File: src/rtl/mul_add_pkg.sv
// Shared types and default widths for the shift-add multiply-accumulate block.
package mul_add_pkg;

  typedef enum logic [1:0] {
    IDLE,
    CALC,
    DONE
  } state_e;

  localparam int QW_DEF    = 8;
  localparam int DW_DEF    = 4;
  localparam int RW_DEF    = 5;
  localparam int CNT_W_DEF = (DW_DEF > 1) ? $clog2(DW_DEF) : 1;

  typedef logic [CNT_W_DEF-1:0] cnt_t;

endpackage

File: src/rtl/mul_add_8bit_seq.sv
// Sequential shift-add quotient*divisor + remainder; rebuilds a div_8bit dividend
// and flags (quotient, divisor, remainder) triples no valid division could produce.
module mul_add_8bit_seq
  import mul_add_pkg::*;
#(
  parameter  int QW = QW_DEF,
  parameter  int DW = DW_DEF,
  parameter  int RW = RW_DEF,
  localparam int PW = QW + DW
) (
  input  logic          clk_i,
  input  logic          rst_ni,
  input  logic          in_valid_i,
  output logic          in_ready_o,
  input  logic [QW-1:0] quotient_i,
  input  logic [DW-1:0] divisor_i,
  input  logic [RW-1:0] remainder_i,
  output logic          out_valid_o,
  input  logic          out_ready_i,
  output logic [PW-1:0] product_o,
  output logic          bad_triple_o
);

  localparam int CW   = (DW > 1) ? $clog2(DW) : 1;
  localparam int CMPW = (RW > DW) ? RW : DW;
  localparam logic [CW-1:0] LAST = CW'(DW - 1);

  state_e          state;
  state_e          state_nxt;
  logic [PW-1:0]   acc;
  logic [PW-1:0]   mcand;
  logic [DW-1:0]   mplier;
  logic [CW-1:0]   cnt;
  logic            bad;
  logic            accept;

  // A remainder must be strictly below a non-zero divisor.
  function automatic logic is_bad(input logic [DW-1:0] d, input logic [RW-1:0] r);
    return (d == '0) || (CMPW'(r) >= CMPW'(d));
  endfunction

  assign accept = (state == IDLE) && in_valid_i;

  always_ff @(posedge clk_i or negedge rst_ni) begin
    if (!rst_ni) begin
      state <= IDLE;
    end else begin
      state <= state_nxt;
    end
  end

  always_comb begin
    state_nxt = state;
    unique case (state)
      IDLE:    if (in_valid_i)    state_nxt = CALC;
      CALC:    if (cnt == LAST)   state_nxt = DONE;
      DONE:    if (out_ready_i)   state_nxt = IDLE;
      default:                    state_nxt = IDLE;
    endcase
  end

  always_comb begin
    in_ready_o   = 1'b0;
    out_valid_o  = 1'b0;
    product_o    = '0;
    bad_triple_o = 1'b0;
    unique case (state)
      IDLE: in_ready_o = 1'b1;
      DONE: begin
        out_valid_o  = 1'b1;
        product_o    = acc;
        bad_triple_o = bad;
      end
      default: ;
    endcase
  end

  // Always exactly DW iterations, even for a zero multiplier.
  always_ff @(posedge clk_i or negedge rst_ni) begin
    if (!rst_ni) begin
      acc    <= '0;
      mcand  <= '0;
      mplier <= '0;
      cnt    <= '0;
      bad    <= 1'b0;
    end else if (accept) begin
      acc    <= PW'(remainder_i);
      mcand  <= PW'(quotient_i);
      mplier <= divisor_i;
      cnt    <= '0;
      bad    <= is_bad(divisor_i, remainder_i);
    end else if (state == CALC) begin
      acc    <= acc + (mplier[0] ? mcand : '0);
      mcand  <= mcand << 1;
      mplier <= mplier >> 1;
      cnt    <= cnt + CW'(1);
    end
  end

endmodule

File: config.mk
export PLATFORM = sky130hd
export DESIGN_NAME = mul_add_8bit_seq
export DESIGN_NICKNAME = d
export VERILOG_FILES = /design/src/rtl/mul_add_pkg.sv /design/src/rtl/mul_add_8bit_seq.sv
export SDC_FILE = /design/constraint.sdc
export NUM_CORES = 1
export LEC_CHECK = 0
export BUFFER_PORTS_ARGS = -buffer_cell sky130_fd_sc_hd__buf_2
export CAP_MARGIN = 20
export CORE_AREA = 2 2 69 71
export DETAILED_ROUTE_END_ITERATION = 7
export DIE_AREA = 0 0 71 73
export GPL_TIMING_DRIVEN = 1
export PLACE_DENSITY_LB_ADDON = 0.08
export REMOVE_ABC_BUFFERS = 1
export SETUP_SLACK_MARGIN = 0.5
export SYNTH_ARGS = -nofsm -noshare
export SYNTH_HDL_FRONTEND = slang
export SYNTH_SLANG_ARGS = --single-unit
File: constraint.sdc
create_clock -name clk_i -period 3.6 [get_ports clk_i]
set_input_delay 0.18 -clock clk_i [delete_from_list [all_inputs] [get_ports clk_i]]
set_output_delay 0.18 -clock clk_i [all_outputs]
set_load 0.01 [all_outputs]
After elaboration in Yosys (flattened, before gate mapping)
Index checks and enable logic that the tools add are counted.
{"block": "totals", "regBits": 33, "inputBits": 21, "output_inout_bits": 15, "elab_cells": 38}
{"block": "classes", "add_sub_neg": 2, "order_cmp": 1, "n_eq_ne": 6, "n_mux": 17, "reduce_logical": 6}
{"operator": "2-to-1 mux 12 bit", "count": 6}
{"operator": "adder 12 bit", "count": 1}
{"operator": "2-to-1 mux 2 bit", "count": 5}
{"operator": "2-to-1 mux 4 bit", "count": 2}
{"operator": "!= test 2 bit (second input constant)", "count": 3}
{"operator": "case mux 2 bit (3 select lines)", "count": 1}
{"operator": "greater-or-equal comparator 5 x 4 -> 1 bit", "count": 1}
{"operator": "equality test 2 bit (second input constant)", "count": 2}
{"operator": "logical NOT 4 bit", "count": 1}
{"operator": "2-to-1 mux 1 bit", "count": 3}
{"operator": "AND reduction 3 bit", "count": 1}
{"operator": "adder 2 x 1 -> 2 bit (second input constant)", "count": 1}
{"operator": "equality test 2 x 1 -> 1 bit (second input constant)", "count": 1}
{"operator": "logical NOT 2 bit", "count": 1}
{"operator": "nonzero test 2 bit", "count": 1}
{"operator": "logical AND 1 bit", "count": 1}
{"operator": "logical OR 1 bit", "count": 1}

Longest topological paths before layout
{"block": "logic_depth", "ltp_word": 4, "depth_mapped": 9, "ltp_nobuf": 9}

Least setup slack after synthesis
OpenSTA, ideal clock, no wires.
{"block": "synth_timing", "path_kind": "flip-flop to flip-flop", "start": "reg mplier[0]", "end": "reg acc[9]", "setup_ns": 0.130, "arrival_ns": 1.820, "required_time_ns": 3.470, "slack_ns": 1.650, "path_stages_with_launch": 9, "path_buffers": 1, "period_less_slack_ns": 1.950, "path_cell_list": "dfrtp_1 -> clkbuf_1 -> and2_1 -> ha_1 -> a21oi_1 -> o211ai_2 -> a41oi_1 -> xor2_1 -> o21ai_1"}
{"block": "synth_via", "elab_chain_len": 4}
{"element": "start: declaration", "line": "mul_add_8bit_seq.sv:32", "rtl": "logic [DW-1:0] mplier;"}
{"element": "start signal: assignment", "line": "mul_add_8bit_seq.sv:89", "rtl": "mplier <= divisor_i;"}
{"element": "start signal: assignment", "line": "mul_add_8bit_seq.sv:95", "rtl": "mplier <= mplier >> 1;"}
{"element": "2-to-1 mux 12 bit", "line": "mul_add_8bit_seq.sv:93", "rtl": "acc <= acc + (mplier[0] ? mcand : '0);"}
{"element": "adder 12 bit", "line": "mul_add_8bit_seq.sv:93"}
{"element": "2-to-1 mux 12 bit", "line": "mul_add_8bit_seq.sv:92", "rtl": "end else if (state == CALC) begin"}
{"element": "2-to-1 mux 12 bit", "line": "mul_add_8bit_seq.sv:86", "rtl": "end else if (accept) begin"}
{"element": "end signal: assignment", "line": "mul_add_8bit_seq.sv:87", "rtl": "acc <= PW'(remainder_i);"}
{"element": "end signal: assignment", "line": "mul_add_8bit_seq.sv:93"}
{"element": "end: declaration", "line": "mul_add_8bit_seq.sv:30", "rtl": "logic [PW-1:0] acc;"}
Every way passes these cells. The select of a mux whose other input is x is not followed.
A chain may end at the register's enable or synchronous reset.

Worst setup path in the final report
{"block": "layout_timing", "start": "reg mplier[0]", "end": "reg acc[10]"}
The elaborated chain is that of the path after synthesis.

==> flow_metrics.env <==
export IMPL_dp_slack_ns=1.36
export IMPL_timing_rr_end="acc[10]$_DFFE_PN0P_"
export IMPL_htree_levels=2
export IMPL_drt_pass1_iter_count=4
export IMPL_synth_cell_types=44
export IMPL_io_pin_count=36
export IMPL_fin_skew_ns=0.00223
export IMPL_start_kind="register"
export IMPL_layoutNonFillerInstCount=324
export IMPL_synth_seq_cells=33
export IMPL_status="complete, no violations"
export IMPL_crit_chain="and2_1, ha_1, inv_1, fa_1, nor2b_1, o31ai_1, a21oi_1, mux2i_1, o311ai_1"
export IMPL_start_util_pct=47.1
export IMPL_overflow=0
export IMPL_place_port_buffers=35
export IMPL_final_area_sq_um=2420
export IMPL_p_total_mw=2.00
export IMPL_syn_inst=237
export IMPL_whs_path_depth=3
export IMPL_fillerInstances=439
export IMPL_numCtsBuffers=5
export IMPL_rsz0062_at_grt="false"
export IMPL_antenna_left=0
export IMPL_grt_max_degree=34
export IMPL_hold_viol_final=0
export IMPL_power_density_nw_per_um2=826
export IMPL_critPathTopFamily="adder cells"
export IMPL_end_kind="register"
export IMPL_worstPathRequired_ns=3.76
export IMPL_die_area_sq_um=5180
export IMPL_coreArea_sq_um=4540
export IMPL_fin_nets=308
export IMPL_worst_pin_slew_ns=1.04
export IMPL_critPathBufInv=1
export IMPL_relSlewSlack_pct=30.5
export IMPL_hold_end="mcand[0]$_DFFE_PN0P_"
export IMPL_period_share_pct=62.4
export IMPL_grt_pass1_wl_mm=8.34
export IMPL_min_from="quotient_i[0]"
export IMPL_synth_common_cells="nand2_1 (43), dfrtp_1 (33), and2_1 (24)"
export IMPL_cp_data_arrival_time_ns=2.40
export IMPL_synthTopCellsByArea="dfrtp_1 (39%), ha_1 (9.4%), nand2_1 (7.6%)"
export IMPL_row_count=25
export IMPL_cp_slowest_stage_delay_ns=0.49
export IMPL_p_leak_nw=1.25
export IMPL_multi_input_area_sq_um=1210
export IMPL_yosysWarnings=0
export IMPL_synth_most_common_cell="nand2_1"
export IMPL_dpl_hpwl_mm=3.46
export IMPL_n_antenna_cell=0
export IMPL_hold_class="in2reg"
export IMPL_fin_setup_tns_ns=0
export IMPL_rr_worst_depth=9
export IMPL_wire_per_inst_um=15.0
export IMPL_placed_cell_area_sq_um=2330
export IMPL_grt_use_total_pct=20.6
export IMPL_worst_path_max_fanout=13
export IMPL_clk_latency_ns=0.28
export IMPL_route_detailed_drc=0
export IMPL_drive_above_1_share_pct=19.3
export IMPL_regArea_sq_um=826
export IMPL_post_cts_buffers=0
export IMPL_area_delta_synth_final_pct=13.5
export IMPL_clockBufferDepth=2
export IMPL_report_final_slew_viol_count=0
export IMPL_crit_type="reg2reg"
export IMPL_fp_dieH_um=73
export IMPL_vdd_drop_max_uv=484
export IMPL_gp_congestion=0.763
export IMPL_drt_iter0_drc=81
export IMPL_min_period_ns=2.25
export IMPL_crit_slowest_cell="dfrtp_1"
export IMPL_clock_fmax_ghz=0.445
export IMPL_path_clk_slew_ns=0.07
export IMPL_vias=1772
export IMPL_seq_area_frac_synth_pct=38.7
export IMPL_clock_sinks=33
export IMPL_cts_tree="yes"
export IMPL_grt_pass1_vias=1812
export IMPL_antenna_found_initial=0
export IMPL_synthFlopType="dfrtp_1"
export IMPL_yosys_area_top_type="dfrtp_1"
export IMPL_layout_setup_ws_ns=1.35
export IMPL_place_inst=316
export IMPL_synth_top_area_share_pct=38.7
export IMPL_cts_root_buffer="clkbuf_8"
export IMPL_ys_async_sr_fraction_pct=100
export IMPL_setup_viol=0
export IMPL_syn_area_sq_um=2140
export IMPL_vias_per_cell=5.47
export IMPL_wl_mm=4.86
export IMPL_regToRegStartpoint="mplier[0]$_DFFE_PN0P_"
export IMPL_avgSynthCellArea_sq_um=9.01
export IMPL_maxCapViolations=0
export IMPL_synth_edff_count=0
export IMPL_r2r_setup_slack_ns=1.35
export IMPL_die_w_um=71
==> cells in the final DEF (no fill, tap or decap), drive strengths merged, types with 3 or more instances in the layout <==
cell type | synthesis | layout
ha | 16 | 16
nand2 | 43 | 43
inv | 8 | 8
o21ai | 17 | 17
a21oi | 10 | 10
and2 | 24 | 24
a22oi | 13 | 13
xnor2 | 4 | 4
clkbuf | 4 | 7
xor2 | 3 | 3
buf | 9 | 38
dfrtp | 33 | 33
nand2b | 3 | 3
nand3 | 9 | 9
a21o | 3 | 3
nor2 | 6 | 6
nor2b | 4 | 4
==> power breakdown <==
part / total (mW) / switching (mW) / internal [mW]
clock: 0.286 / 0.134 / 0.152
sequential: 0.677 / 0.130 / 0.547
combinational: 1.04 / 0.631 / 0.409
total: 2.00 / 0.895 / 1.11
==> stage by stage <==
step,utilization (%),hold WS (ns)
final,53.5,0.0890
after global routing,53.5,0.127
after CTS,53.5,0.0872
after detailed placement,51.3,0.306
after global placement,51.3,0.303
after floorplan,-,-0.116
==> flip-flops by register name (all words and copies together), names as in the netlist <==
name and count:
state 2, mcand 12, bad 1, acc 12
cnt 2, mplier 4
==> worst min-delay path, stage by stage <==
cell and delay [ns]:
buf_2 0.07, nand2_1 0.04, nand2_1 0.05
==> worst max-delay path by stage <==
stage / startpoint / endpoint / slack [ns] / depth (start not counted)
2_1_floorplan: mplier[0]$_DFFE_PN0P_ / acc[10]$_DFFE_PN0P_ / 1.56 / 9
3_3_place_gp: mplier[0]$_DFFE_PN0P_ / acc[10]$_DFFE_PN0P_ / 1.43 / 9
3_5_place_dp: mplier[0]$_DFFE_PN0P_ / acc[10]$_DFFE_PN0P_ / 1.36 / 9
4_1_cts: mplier[0]$_DFFE_PN0P_ / acc[10]$_DFFE_PN0P_ / 1.35 / 9
5_1_grt: mplier[0]$_DFFE_PN0P_ / acc[10]$_DFFE_PN0P_ / 1.16 / 9
6_report: mplier[0]$_DFFE_PN0P_ / acc[10]$_DFFE_PN0P_ / 1.35 / 9
==> layer usage <==
layer	part of all wire, %	track usage, %	vias up
met2	48	33.9	42
met4	1.9	8.60	0
met5	0	0	-
li1	-	-	897
met3	4.6	3.87	9
met1	45	26.8	824
==> layout make-up <==
type | count | area share (%)
clock buffer | 7 | 3.56
tap | 54 | 2.79
timing repair buffer | 39 | 8.57
sequential | 33 | 34.1
inverter | 8 | 1.24
multi-input combinational | 183 | 49.8
==> logic make-up (layout without fill, tap and decap cells) <==
family / Yosys count / in the layout / synth area share (%)
and+or+nand+nor: 99 / 99 / 23.6
muxes: 1 / 1 / 0.469
adders and majority gates: 17 / 17 / 10.3
buffers and inverters: 21 / 54 / 4.80
AOI/OAI and AO/OA: 59 / 59 / 19.3
xor gates and xnor gates: 7 / 7 / 2.87
DFF: 33 / 33 / 38.7
==> repair_timing <==
action                    in CTS  in global routing
hold buffers                   1                  0
hold endpoints to repair      17                  0
gates resized for setup        0                  0
No activity file was read; power rests on OpenSTA's default activity.
